## src/rtl/res_ctl_pkg.sv

```systemverilog
// Shared types and constants for the reset controller: FSM states, reset-cause
// encodings and the saturating counter helper.
package res_ctl_pkg;

  typedef enum logic [1:0] {
    S_HOLD = 2'b00,
    S_BTN  = 2'b01,
    S_RUN  = 2'b10
  } state_t;

  localparam logic [1:0] CAUSE_POR  = 2'b00;
  localparam logic [1:0] CAUSE_BTN  = 2'b01;
  localparam logic [1:0] CAUSE_SOFT = 2'b10;

  localparam logic [7:0] COUNT_MAX = 8'hFF;

  // Reset count sticks at its maximum instead of wrapping to zero.
  function automatic logic [7:0] sat_inc(input logic [7:0] value);
    logic [7:0] result;
    if (value == COUNT_MAX) begin
      result = value;
    end else begin
      result = value + 8'd1;
    end
    return result;
  endfunction

endpackage

```

## src/rtl/res_ctl_btn_debounce.sv

```systemverilog
// Reset pushbutton conditioning: multi-flop synchronizer followed by a
// restart-on-bounce debouncer that emits a one-cycle pulse per accepted press.
module btn_debounce
  import res_ctl_pkg::*;
#(
  parameter int SYNC_STAGES = 2,
  parameter int DEB_CYCLES  = 256
) (
  input  logic clk_cog,
  input  logic nres,
  input  logic din_n,
  output logic dout_n,
  output logic press
);

  localparam int DW = $clog2(DEB_CYCLES + 1);
  localparam logic [DW-1:0] DEB_LAST = DW'(DEB_CYCLES - 1);

  logic [SYNC_STAGES-1:0] sync_r;
  logic [DW-1:0]          cnt_r;
  logic                   sync_s;

  assign sync_s = sync_r[SYNC_STAGES-1];

  // The accepted level only follows the synchronized level after it has
  // disagreed for DEB_CYCLES edges in a row; any agreement restarts the wait.
  always_ff @(posedge clk_cog) begin
    if (!nres) begin
      sync_r <= {SYNC_STAGES{1'b1}};
      cnt_r  <= {DW{1'b0}};
      dout_n <= 1'b1;
      press  <= 1'b0;
    end else begin
      sync_r <= {sync_r[SYNC_STAGES-2:0], din_n};
      press  <= 1'b0;
      if (sync_s == dout_n) begin
        cnt_r <= {DW{1'b0}};
      end else if (cnt_r == DEB_LAST) begin
        cnt_r  <= {DW{1'b0}};
        dout_n <= sync_s;
        press  <= ~sync_s;
      end else begin
        cnt_r <= cnt_r + DW'(1);
      end
    end
  end

endmodule

```

## src/rtl/res_ctl.sv

```systemverilog
// Reset controller: merges power-on, debounced pushbutton and software reset
// requests into one stretched, registered core reset plus cause/count status.
module res_ctl
  import res_ctl_pkg::*;
#(
  parameter int HOLD_CYCLES = 1024,
  parameter int DEB_CYCLES  = 256,
  parameter int SYNC_STAGES = 2
) (
  input  logic       clk_cog,
  input  logic       nres,
  input  logic       btn_n,
  input  logic       cfg_rst,
  output logic       inp_res,
  output logic       res_led,
  output logic [1:0] res_cause,
  output logic [7:0] res_count
);

  localparam int HW = $clog2(HOLD_CYCLES);
  localparam logic [HW-1:0] HOLD_LAST = HW'(HOLD_CYCLES - 1);

  if (HOLD_CYCLES < 2) begin : g_bad_hold
    $error("res_ctl: HOLD_CYCLES must be at least 2");
  end
  if (DEB_CYCLES < 1) begin : g_bad_deb
    $error("res_ctl: DEB_CYCLES must be at least 1");
  end
  if (SYNC_STAGES < 2) begin : g_bad_sync
    $error("res_ctl: SYNC_STAGES must be at least 2");
  end

  state_t        state_r;
  logic [HW-1:0] hold_cnt_r;
  logic          por_pend_r;
  logic          cfg_prev_r;
  logic          btn_level_s;
  logic          press_s;
  logic          soft_req_s;

  btn_debounce #(
    .SYNC_STAGES (SYNC_STAGES),
    .DEB_CYCLES  (DEB_CYCLES)
  ) u_btn_debounce (
    .clk_cog (clk_cog),
    .nres    (nres),
    .din_n   (btn_n),
    .dout_n  (btn_level_s),
    .press   (press_s)
  );

  // cfg_prev_r is forced low outside RUN, so a request already high when RUN
  // is entered looks like a fresh rising edge.
  assign soft_req_s = cfg_rst & ~cfg_prev_r;

  // Reset sequencing FSM with registered reset, LED, cause and count outputs.
  always_ff @(posedge clk_cog) begin
    if (!nres) begin
      state_r    <= S_HOLD;
      hold_cnt_r <= {HW{1'b0}};
      por_pend_r <= 1'b1;
      cfg_prev_r <= 1'b0;
      inp_res    <= 1'b1;
      res_led    <= 1'b1;
      res_cause  <= CAUSE_POR;
      res_count  <= 8'd0;
    end else begin
      // The first edge after power-on release is the hold entry, not a count.
      por_pend_r <= 1'b0;
      cfg_prev_r <= (state_r == S_RUN) ? cfg_rst : 1'b0;
      case (state_r)
        S_HOLD: begin
          inp_res <= 1'b1;
          res_led <= 1'b1;
          if (press_s) begin
            state_r <= S_BTN;
          end else if (por_pend_r) begin
            hold_cnt_r <= {HW{1'b0}};
          end else if (hold_cnt_r == HOLD_LAST) begin
            state_r <= S_RUN;
            inp_res <= 1'b0;
            res_led <= ~btn_level_s;
          end else begin
            hold_cnt_r <= hold_cnt_r + HW'(1);
          end
        end
        S_BTN: begin
          inp_res <= 1'b1;
          res_led <= 1'b1;
          if (btn_level_s) begin
            state_r    <= S_HOLD;
            hold_cnt_r <= {HW{1'b0}};
          end else begin
            state_r <= S_BTN;
          end
        end
        S_RUN: begin
          // A press beats a simultaneous software request.
          if (press_s) begin
            state_r   <= S_BTN;
            inp_res   <= 1'b1;
            res_led   <= 1'b1;
            res_cause <= CAUSE_BTN;
            res_count <= sat_inc(res_count);
          end else if (soft_req_s) begin
            state_r    <= S_HOLD;
            hold_cnt_r <= {HW{1'b0}};
            inp_res    <= 1'b1;
            res_led    <= 1'b1;
            res_cause  <= CAUSE_SOFT;
            res_count  <= sat_inc(res_count);
          end else begin
            inp_res <= 1'b0;
            res_led <= ~btn_level_s;
          end
        end
        default: begin
          state_r    <= S_HOLD;
          hold_cnt_r <= {HW{1'b0}};
          inp_res    <= 1'b1;
          res_led    <= 1'b1;
        end
      endcase
    end
  end

endmodule

```

## config.mk

```make
export PLATFORM = sky130hd
export DESIGN_NAME = res_ctl
export DESIGN_NICKNAME = d
export VERILOG_FILES = /design/src/rtl/res_ctl_pkg.sv /design/src/rtl/res_ctl_btn_debounce.sv /design/src/rtl/res_ctl.sv
export SDC_FILE = /design/constraint.sdc
export NUM_CORES = 1
export LEC_CHECK = 0
export ABC_AREA = 1
export CAP_MARGIN = 5
export CORE_AREA = 5 5 57 79
export DETAILED_ROUTE_END_ITERATION = 16
export DIE_AREA = 0 0 62 84
export PLACE_DENSITY = 0.7
export SLEW_MARGIN = 10
export SYNTH_ARGS = -nofsm -noshare
export SYNTH_HDL_FRONTEND = slang
export SYNTH_SLANG_ARGS = --single-unit
export TNS_END_PERCENT = 30
```

## constraint.sdc

```tcl
create_clock -name clk_cog -period 2.9 [get_ports clk_cog]
set_input_delay 0.58 -clock clk_cog [delete_from_list [all_inputs] [get_ports clk_cog]]
set_output_delay 0.58 -clock clk_cog [all_outputs]
set_load 0.03 [all_outputs]
```

==> results of run 1 <==
## power groups by stage
stage	sequential (mW)	clock (mW)	combinational, mW
global placement	0.554	0	0.0346
detailed placement	0.554	0	0.0348
global route	0.542	0.395	0.0391
floorplan	0.553	0	0.0251
finish	0.541	0.354	0.0345
CTS	0.541	0.369	0.0350
## synth_stat cells
library cell  instances  share of area [%]
nor3b_1               2               0.77
a211oi_1              1               0.38
inv_1                41                7.9
bufinv_8              1               0.89
o21ai_4               1               0.83
xnor2_1               3                1.3
nand4_1               3               0.96
nand3_2               2                1.0
a21oi_1              14                3.6
a21oi_4               2                1.7
or2_2                 2               0.64
nor2_2                2               0.64
nand3_1              15                3.8
xor2_1                2               0.89
nand2_4               1               0.58
o21ai_0               8                2.0
nand2_1              65                 12
ha_1                  4                2.6
nand3b_1              1               0.38
nor3_2                1               0.51
nand2_2               4                1.3
buf_6                 2                1.2
inv_2                 2               0.38
dfxtp_1              39                 40
nor3_1                6                1.5
nor2_1               42                8.1
nor2_4                1               0.58
o21ai_2               7                3.1
clkbuf_1              1               0.19
## logic make-up (layout without fill, tap and decap cells)
| kind of cell | count (synthesis) | count (layout) | synth area share (%) |
|---|---|---|---|
| and+or+nand+nor | 147 | 147 | 33.23 |
| buffers and inverters | 47 | 68 | 10.48 |
| DFF | 39 | 39 | 39.87 |
| AOI/OAI and AO/OA | 33 | 33 | 11.63 |
| xor gates and xnor gates | 5 | 5 | 2.237 |
| adders and majority gates | 4 | 4 | 2.556 |
## flip-flops by register name, indices dropped and copies added, names as in the netlist
| signal | cells |
|---|---|
| u_btn_debounce.sync_r | 2 |
| cfg_prev_r | 1 |
| inp_res | 1 |
| por_pend_r | 1 |
| u_btn_debounce.dout_n | 1 |
| u_btn_debounce.press | 1 |
| hold_cnt_r | 10 |
| u_btn_debounce.cnt_r | 9 |
| res_cause | 2 |
| res_led | 1 |
| res_count | 8 |
| state_r | 2 |
## layout make-up
type	instances	area, um2
Timing Repair Buffer	16	157.7
Clock buffer	6	72.57
Sequential cell	39	780.7
Tap cell	43	53.80
Multi-Input combinational cell	189	972.2
Inverter	44	178.9
Fill cell	371	1555
Clock inverter	2	12.51
## layer usage
metal | track usage (%) | routed length, um
met1 | 17.14 | 1542
met4 | 8.108 | 109
met3 | 5.573 | 136
met2 | 26.70 | 1856
met5 | 0 | 0
## through the flow
step | hold slack [ns] | cells
floorplan | 0.3925 | 275
global route | 0.4495 | 339
global placement | 0.4151 | 331
CTS | 0.4449 | 339
finish | 0.4357 | 339
detailed placement | 0.4204 | 331
## worst max-delay path by stage
stage	to	slack (ns)	cells past startpoint
detailed placement	hold_cnt_r[6]$_SDFFE_PN0P_	0.76	8
floorplan	u_btn_debounce.cnt_r[4]$_SDFF_PP0_	1.27	11
finish	res_count[2]	0.88	1
global route	u_btn_debounce.cnt_r[3]$_SDFF_PP0_	0.77	11
CTS	res_count[2]	0.87	1
global placement	hold_cnt_r[3]$_SDFFE_PN0P_	0.79	8
==> summary.txt, run 1 <==
Critical path
  • Worst Reg2Reg Path Length in Cells: 11
  • Critical Path Start: res_count[2]$_SDFFE_PN0P_
  • WP buf/inv: 1
  • Slowest cell on crit path: clkdlybuf4s50_1
  • Cell family with most CP delay: buffers and inverters
  • Reg2reg start: u_btn_debounce.cnt_r[0]$_SDFF_PP0_
  • Critical Path RT: 2.32 ns
  • Startpoint types: flip-flop
  • Maximum fanout along the worst path: 6
  • Crit path DAT: 1.44 ns
  • Crit Path Category: reg2out
  • Critical-path cell list: clkdlybuf4s50_1
  • Critical R2R Capture: u_btn_debounce.cnt_r[4]$_SDFF_PP0_
  • Worst R2R Setup Slack: 1.01 ns
  • Crit-path max cell delay: 0.71 ns
  • Setup crit end kind: primary output

Clock network
  • Worst skew pair latency: 0.29 ns
  • # Post-CTS Setup Buffers: 0
  • H-tree level count: 2
  • Reg clk slew, reported paths: 0.08 ns
  • Root buffer cell: clkbuf_8
  • Clock sink count: 39
  • Num CTS Buffers: 5
  • Hold_buf cts: 0
  • Deepest clock path buffer count: 2
  • CTS tree: done
  • Post-CTS sizing: 0

Power and ir drop
  • Gate power share: 3.7%
  • Final Power: 929.9 uW
  • Leakage: 0.9222 nW
  • Int Pwr: 720.7 uW
  • Switch Pwr: 209.2 uW
  • Power Dens Cells: 417.3 nW/um2
  • Reg power frac: 58.2%
  • Sw Share: 22.49%
  • Peak supply drop: 0.3209 mV
  • Clock power frac: 38.1%

Timing
  • Tmin final: 2.020 ns
  • Slew @ Worst Pin: 0.5831 ns
  • Setup WS post-layout: 0.8801 ns
  • Period utilization: 69.65%
  • Worst relative slew slack: 61.09%
  • Slew Viols, Final: 0
  • RSZ-0062 raised after global routing: false
  • Fmax: 0.4951 GHz
  • Clock skew: 0.004813 ns
  • Final Hold Viols: 0
  • Final setup viols: 0
  • Post-Route Setup TNS: 0 ns

Global route
  • First-pass GRT wire length: 6375 um
  • Initial antenna violation count: 0
  • GRT overflow: 0
  • GRT Total Usage: 16.11%
  • Vias in the first global route: 1589
  • Largest net degree at the start of global routing: 17

Layout
  • Final nets: 303
  • Commonest non-fill, non-tap cell in the layout: nand2_1
  • Area Overhead vs Synth: 13.80%
  • Layout cells sized above 1: 11.49%
  • Post-layout util: 58.90%
  • Fin area: 2228 um2
  • Diodes inserted: 0
  • Most frequent cells in the layout: 65 x nand2_1, 42 x nor2_1, 41 x inv_1

Route
  • Drt wl/cell: 10.75 um
  • DR DRC count: 0
  • DRT antenna net count: 0
  • Via-to-Cell Ratio: 4.956
  • Routed WL: 3645 um
  • DR pass1 iterations: 4
  • Starting DRT DRC Count: 56
  • Vias: 1680

Yosys
  • Synthesized cell area: 1958 um2
  • Sequential-to-total area share from yosys stat: 39.87%
  • Yosys warns: 0
  • Cell variety after synth: 29
  • Synthesized flop and latch total: 39
  • Syn_nets: 283
  • Syn Inst Count: 275
  • Avg Cell Area, Syn: 7.120 um2

Placement
  • Port buffer count: 15
  • DPL Wire Length: 2711 um
  • Routability Congestion: 0.9149
  • Place WS: 0.7561 ns
  • DP Area: 2143 um2

Min path
  • Worst hold-check path type: reg2reg
  • Hold Path Sink: u_btn_debounce.sync_r[1]$_SDFF_PN1_
  • Hold_sp: u_btn_debounce.sync_r[0]$_SDFF_PN1_
  • Hold depth: 1

Die
  • Initial core utilization: 51.75%
  • Die H: 84 um
  • Core ar.: 3784 um2
  • Row cnt: 27
  • I/O pin total: 16
  • Die width: 62 um
  • Die area: 5208 um2

Run
  • Max Cap Viol: 0

Run status
  • Status: finished clean
Power figures use the tool's default switching activity.
==> run 2: changes to the inputs <==
- CORE_AREA: 5 5 57 79 -> 5 5 59 82
- DIE_AREA: 0 0 62 84 -> 0 0 64 87
- PLACE_DENSITY: 0.7 -> 0.68
- clock period: 2.9 -> 1.6 ns (I/O delays scaled with it)
==> run 2 against run 1 <==
Critical path depth increased by 10. Worst setup slack got worse by 0.88 ns. Clock power increased by 130%. The flow now finishes with violations (negative setup slack). Sequential share of layout area decreased by 3.2 points. Sequential cell count unchanged. Register-to-register slack got worse by 1.0 ns. Worst hold slack got worse by 0.013 ns. Clock skew increased by 0.0021 ns. Total power increased by 100%. Combinational power increased by 120%. Sequential power increased by 81%.
==> summary.txt, run 2 (synthesized netlist as in run 1, its figures left out) <==
Run status
  • Status: finished, violations left (was finished clean)
  • Failing checks: negative setup slack

Layout
  • Most frequent cells in the layout: 62 x nand2_1, 40 x nor2_1, 39 x inv_1 (was 65 x nand2_1, 42 x nor2_1, 41 x inv_1)
  • Commonest non-fill, non-tap cell in the layout: nand2_1 (unchanged)
  • Max reg flops: 10 (unchanged)
  • Largest Register: hold_cnt_r (unchanged)
  • Biggest registers after layout: hold_cnt_r (10), u_btn_debounce.cnt_r (9), res_count (8) (unchanged)
  • Final nets: 323 (was 303)
  • Fin area: 2465 um2 (was 2228 um2)
  • Final std cells w/o fill: 361 (was 339)
  • Diodes inserted: 0 (unchanged)
  • Area Overhead vs Synth: 25.88% (was 13.80%)
  • Layout cells sized above 1: 22.15% (was 11.49%)

Route
  • DR pass1 iterations: 4 (unchanged)
  • Vias: 1759 (was 1680)
  • Starting DRT DRC Count: 96 (was 56)
  • DRT antenna net count: 0 (unchanged)
  • Drt wl/cell: 10.74 um (was 10.75 um)
  • Routed WL: 3877 um (was 3645 um)
  • DR DRC count: 0 (unchanged)
  • Via-to-Cell Ratio: 4.873 (was 4.956)

Run
  • Max Cap Viol: 0 (unchanged)

Timing
  • Slew Viols, Final: 0 (unchanged)
  • Worst relative slew slack: 73.92% (was 61.09%)
  • Final setup viols: 1 (was 0)
  • Period utilization: 100.0%
  • Worst hold slack: 0.4231 ns (was 0.4357 ns)
  • Post-Route Setup TNS: -0.0001817 ns (was 0 ns)
  • Fmax: 0.6249 GHz
  • RSZ-0062 raised after global routing: true (was false)
  • Clock skew: 0.006895 ns (was 0.004813 ns)
  • Tmin final: 1.600 ns
  • Setup WS post-layout: -0.0001817 ns (was 0.8801 ns)
  • Slew @ Worst Pin: 0.3885 ns (was 0.5831 ns)
  • Final Hold Viols: 0 (unchanged)

Die
  • Die H: 87 um (was 84 um)
  • Initial core utilization: 47.77% (was 51.75%)
  • I/O pin total: 16 (unchanged)
  • Core ar.: 4099 um2 (was 3784 um2)
  • Die area: 5568 um2 (was 5208 um2)
  • Row cnt: 28 (was 27)
  • Die width: 64 um (was 62 um)

Clock network
  • Deepest clock path buffer count: 2 (unchanged)
  • Root buffer cell: clkbuf_8 (unchanged)
  • Worst skew pair latency: 0.29 ns (about the same)
  • Hold_buf cts: 0 (unchanged)
  • CTS tree: done (unchanged)
  • Reg clk slew, reported paths: 0.08 ns (about the same)
  • Clock sink count: 39 (unchanged)
  • Num CTS Buffers: 5 (unchanged)
  • H-tree level count: 2 (unchanged)

Critical path
  • WP buf/inv: 2 (was 1)
  • Maximum fanout along the worst path: 6 (unchanged)
  • Critical-path cell list: ha_4 -> nand2_2 -> inv_2 -> nand2_2 -> nor2_2 -> nand2_1 -> nor3b_2 -> ha_2 -> nor3_4 -> inv_2 -> nor3_1 (was clkdlybuf4s50_1)
  • Crit Path Category: reg2reg (was reg2out)
  • Worst R2R Setup Slack: -0.0002 ns (was 1.01 ns)
  • Crit path DAT: 1.79 ns (was 1.44 ns)
  • Setup crit end kind: flip-flop (was primary output)
  • Cell family with most CP delay: simple AND/OR/NAND/NOR gates (was buffers and inverters)
  • Startpoint types: flip-flop (unchanged)
  • Crit-path max cell delay: 0.36 ns (was 0.71 ns)
  • Critical Path RT: 1.79 ns (was 2.32 ns)
  • Slowest cell on crit path: dfxtp_2 (was clkdlybuf4s50_1)

Power and ir drop
  • Clock power frac: 43.6% (was 38.1%)
  • Reg power frac: 52.3% (was 58.2%)
  • Gate power share: 4.0% (was 3.7%)
  • Int Pwr: 1.474 mW (was 720.7 uW)
  • Final Power: 1.874 mW (was 929.9 uW)
  • Leakage: 1.089 nW (was 0.9222 nW)
  • Peak supply drop: 0.6756 mV (was 0.3209 mV)
  • Sw Share: 21.32% (was 22.49%)
  • Switch Pwr: 399.5 uW (was 209.2 uW)
  • Power Dens Cells: 760.3 nW/um2 (was 417.3 nW/um2)

Global route
  • Largest net degree at the start of global routing: 14 (was 17)
  • GRT overflow: 0 (unchanged)
  • Initial antenna violation count: 0 (unchanged)
  • Vias in the first global route: 1650 (was 1589)
  • GRT Total Usage: 15.77% (was 16.11%)
  • First-pass GRT wire length: 6996 um (was 6375 um)

Placement
  • Placed cells: 352 (was 331)
  • DPL Wire Length: 2879 um (was 2711 um)
  • Routability Congestion: 0.8993 (was 0.9149)
  • DP Area: 2303 um2 (was 2143 um2)
  • Port buffer count: 15 (unchanged)

Min path
  • Worst hold-check path type: reg2reg (unchanged)
run 2: cell types whose count changed in the layout (fill, tap and decap cells not counted), sizes merged:
| cell | previous run | this run |
|---|---|---|
| buf | 1 | 21 |
| bufinv | 1 | 2 |
| clkbuf | 6 | 5 |
| clkdlybuf4s50 | 15 | 3 |
| clkinv | 1 | 2 |
| clkinvlp | 1 | 0 |
| dlygate4sd2 | 0 | 11 |
| dlymetal6s2s | 0 | 1 |
run 2: final timing paths:
check                                                           end                                 from  cells past startpoint
worst max-delay path             u_btn_debounce.cnt_r[2]$_SDFF_PP0_   u_btn_debounce.cnt_r[0]$_SDFF_PP0_                     11
worst min-delay path            u_btn_debounce.sync_r[1]$_SDFF_PN1_  u_btn_debounce.sync_r[0]$_SDFF_PN1_                      1
worst max register to register   u_btn_debounce.cnt_r[2]$_SDFF_PP0_   u_btn_debounce.cnt_r[0]$_SDFF_PP0_                     11
worst min register to register  u_btn_debounce.sync_r[1]$_SDFF_PN1_  u_btn_debounce.sync_r[0]$_SDFF_PN1_                      1
run 2: what timing repair did:
action                                  4_1_cts  5_1_grt
endpoints found under the setup margin       22       20
gates resized for setup                      12       17
pin swaps                                     1        4
setup buffers                                 0        1
run 2: area by class of cell:
type / instances / area [um2]
Sequential cell: 39 / 784.5
Timing Repair Buffer: 36 / 309.0
Clock buffer: 5 / 68.82
Tap cell: 45 / 56.30
Clock inverter: 3 / 43.79
Inverter: 44 / 178.9
Fill cell: 393 / 1634
Multi-Input combinational cell: 189 / 1023
run 2: metrics by stage:
step / util [%] / setup slack, ns
2_1_floorplan: - / 0.02846
3_3_place_gp: 56.20 / -0.1391
3_5_place_dp: 56.20 / -0.1726
4_1_cts: 58.73 / -0.08265
5_1_grt: 60.13 / -0.1243
6_report: 60.13 / -0.0001817
run 2: per-layer routing:
| metal | up-vias | share of wire [%] | GRT usage (%) |
|---|---|---|---|
| li1 | 943 | - | - |
| met1 | 787 | 45 | 18.20 |
| met2 | 24 | 50 | 27.08 |
| met3 | 5 | 2.8 | 4.005 |
| met4 | 0 | 1.6 | 6.994 |
| met5 | - | 0 | 0 |
run 2: power by group through the flow:
stage,combinational [mW],clock (mW),sequential (mW)
after floorplan,0.0458,0,1.00
after CTS,0.0742,0.853,0.980
after global placement,0.0728,0,1.00
after detailed placement,0.0736,0,1.00
after global routing,0.0853,0.881,0.981
final,0.0758,0.817,0.981
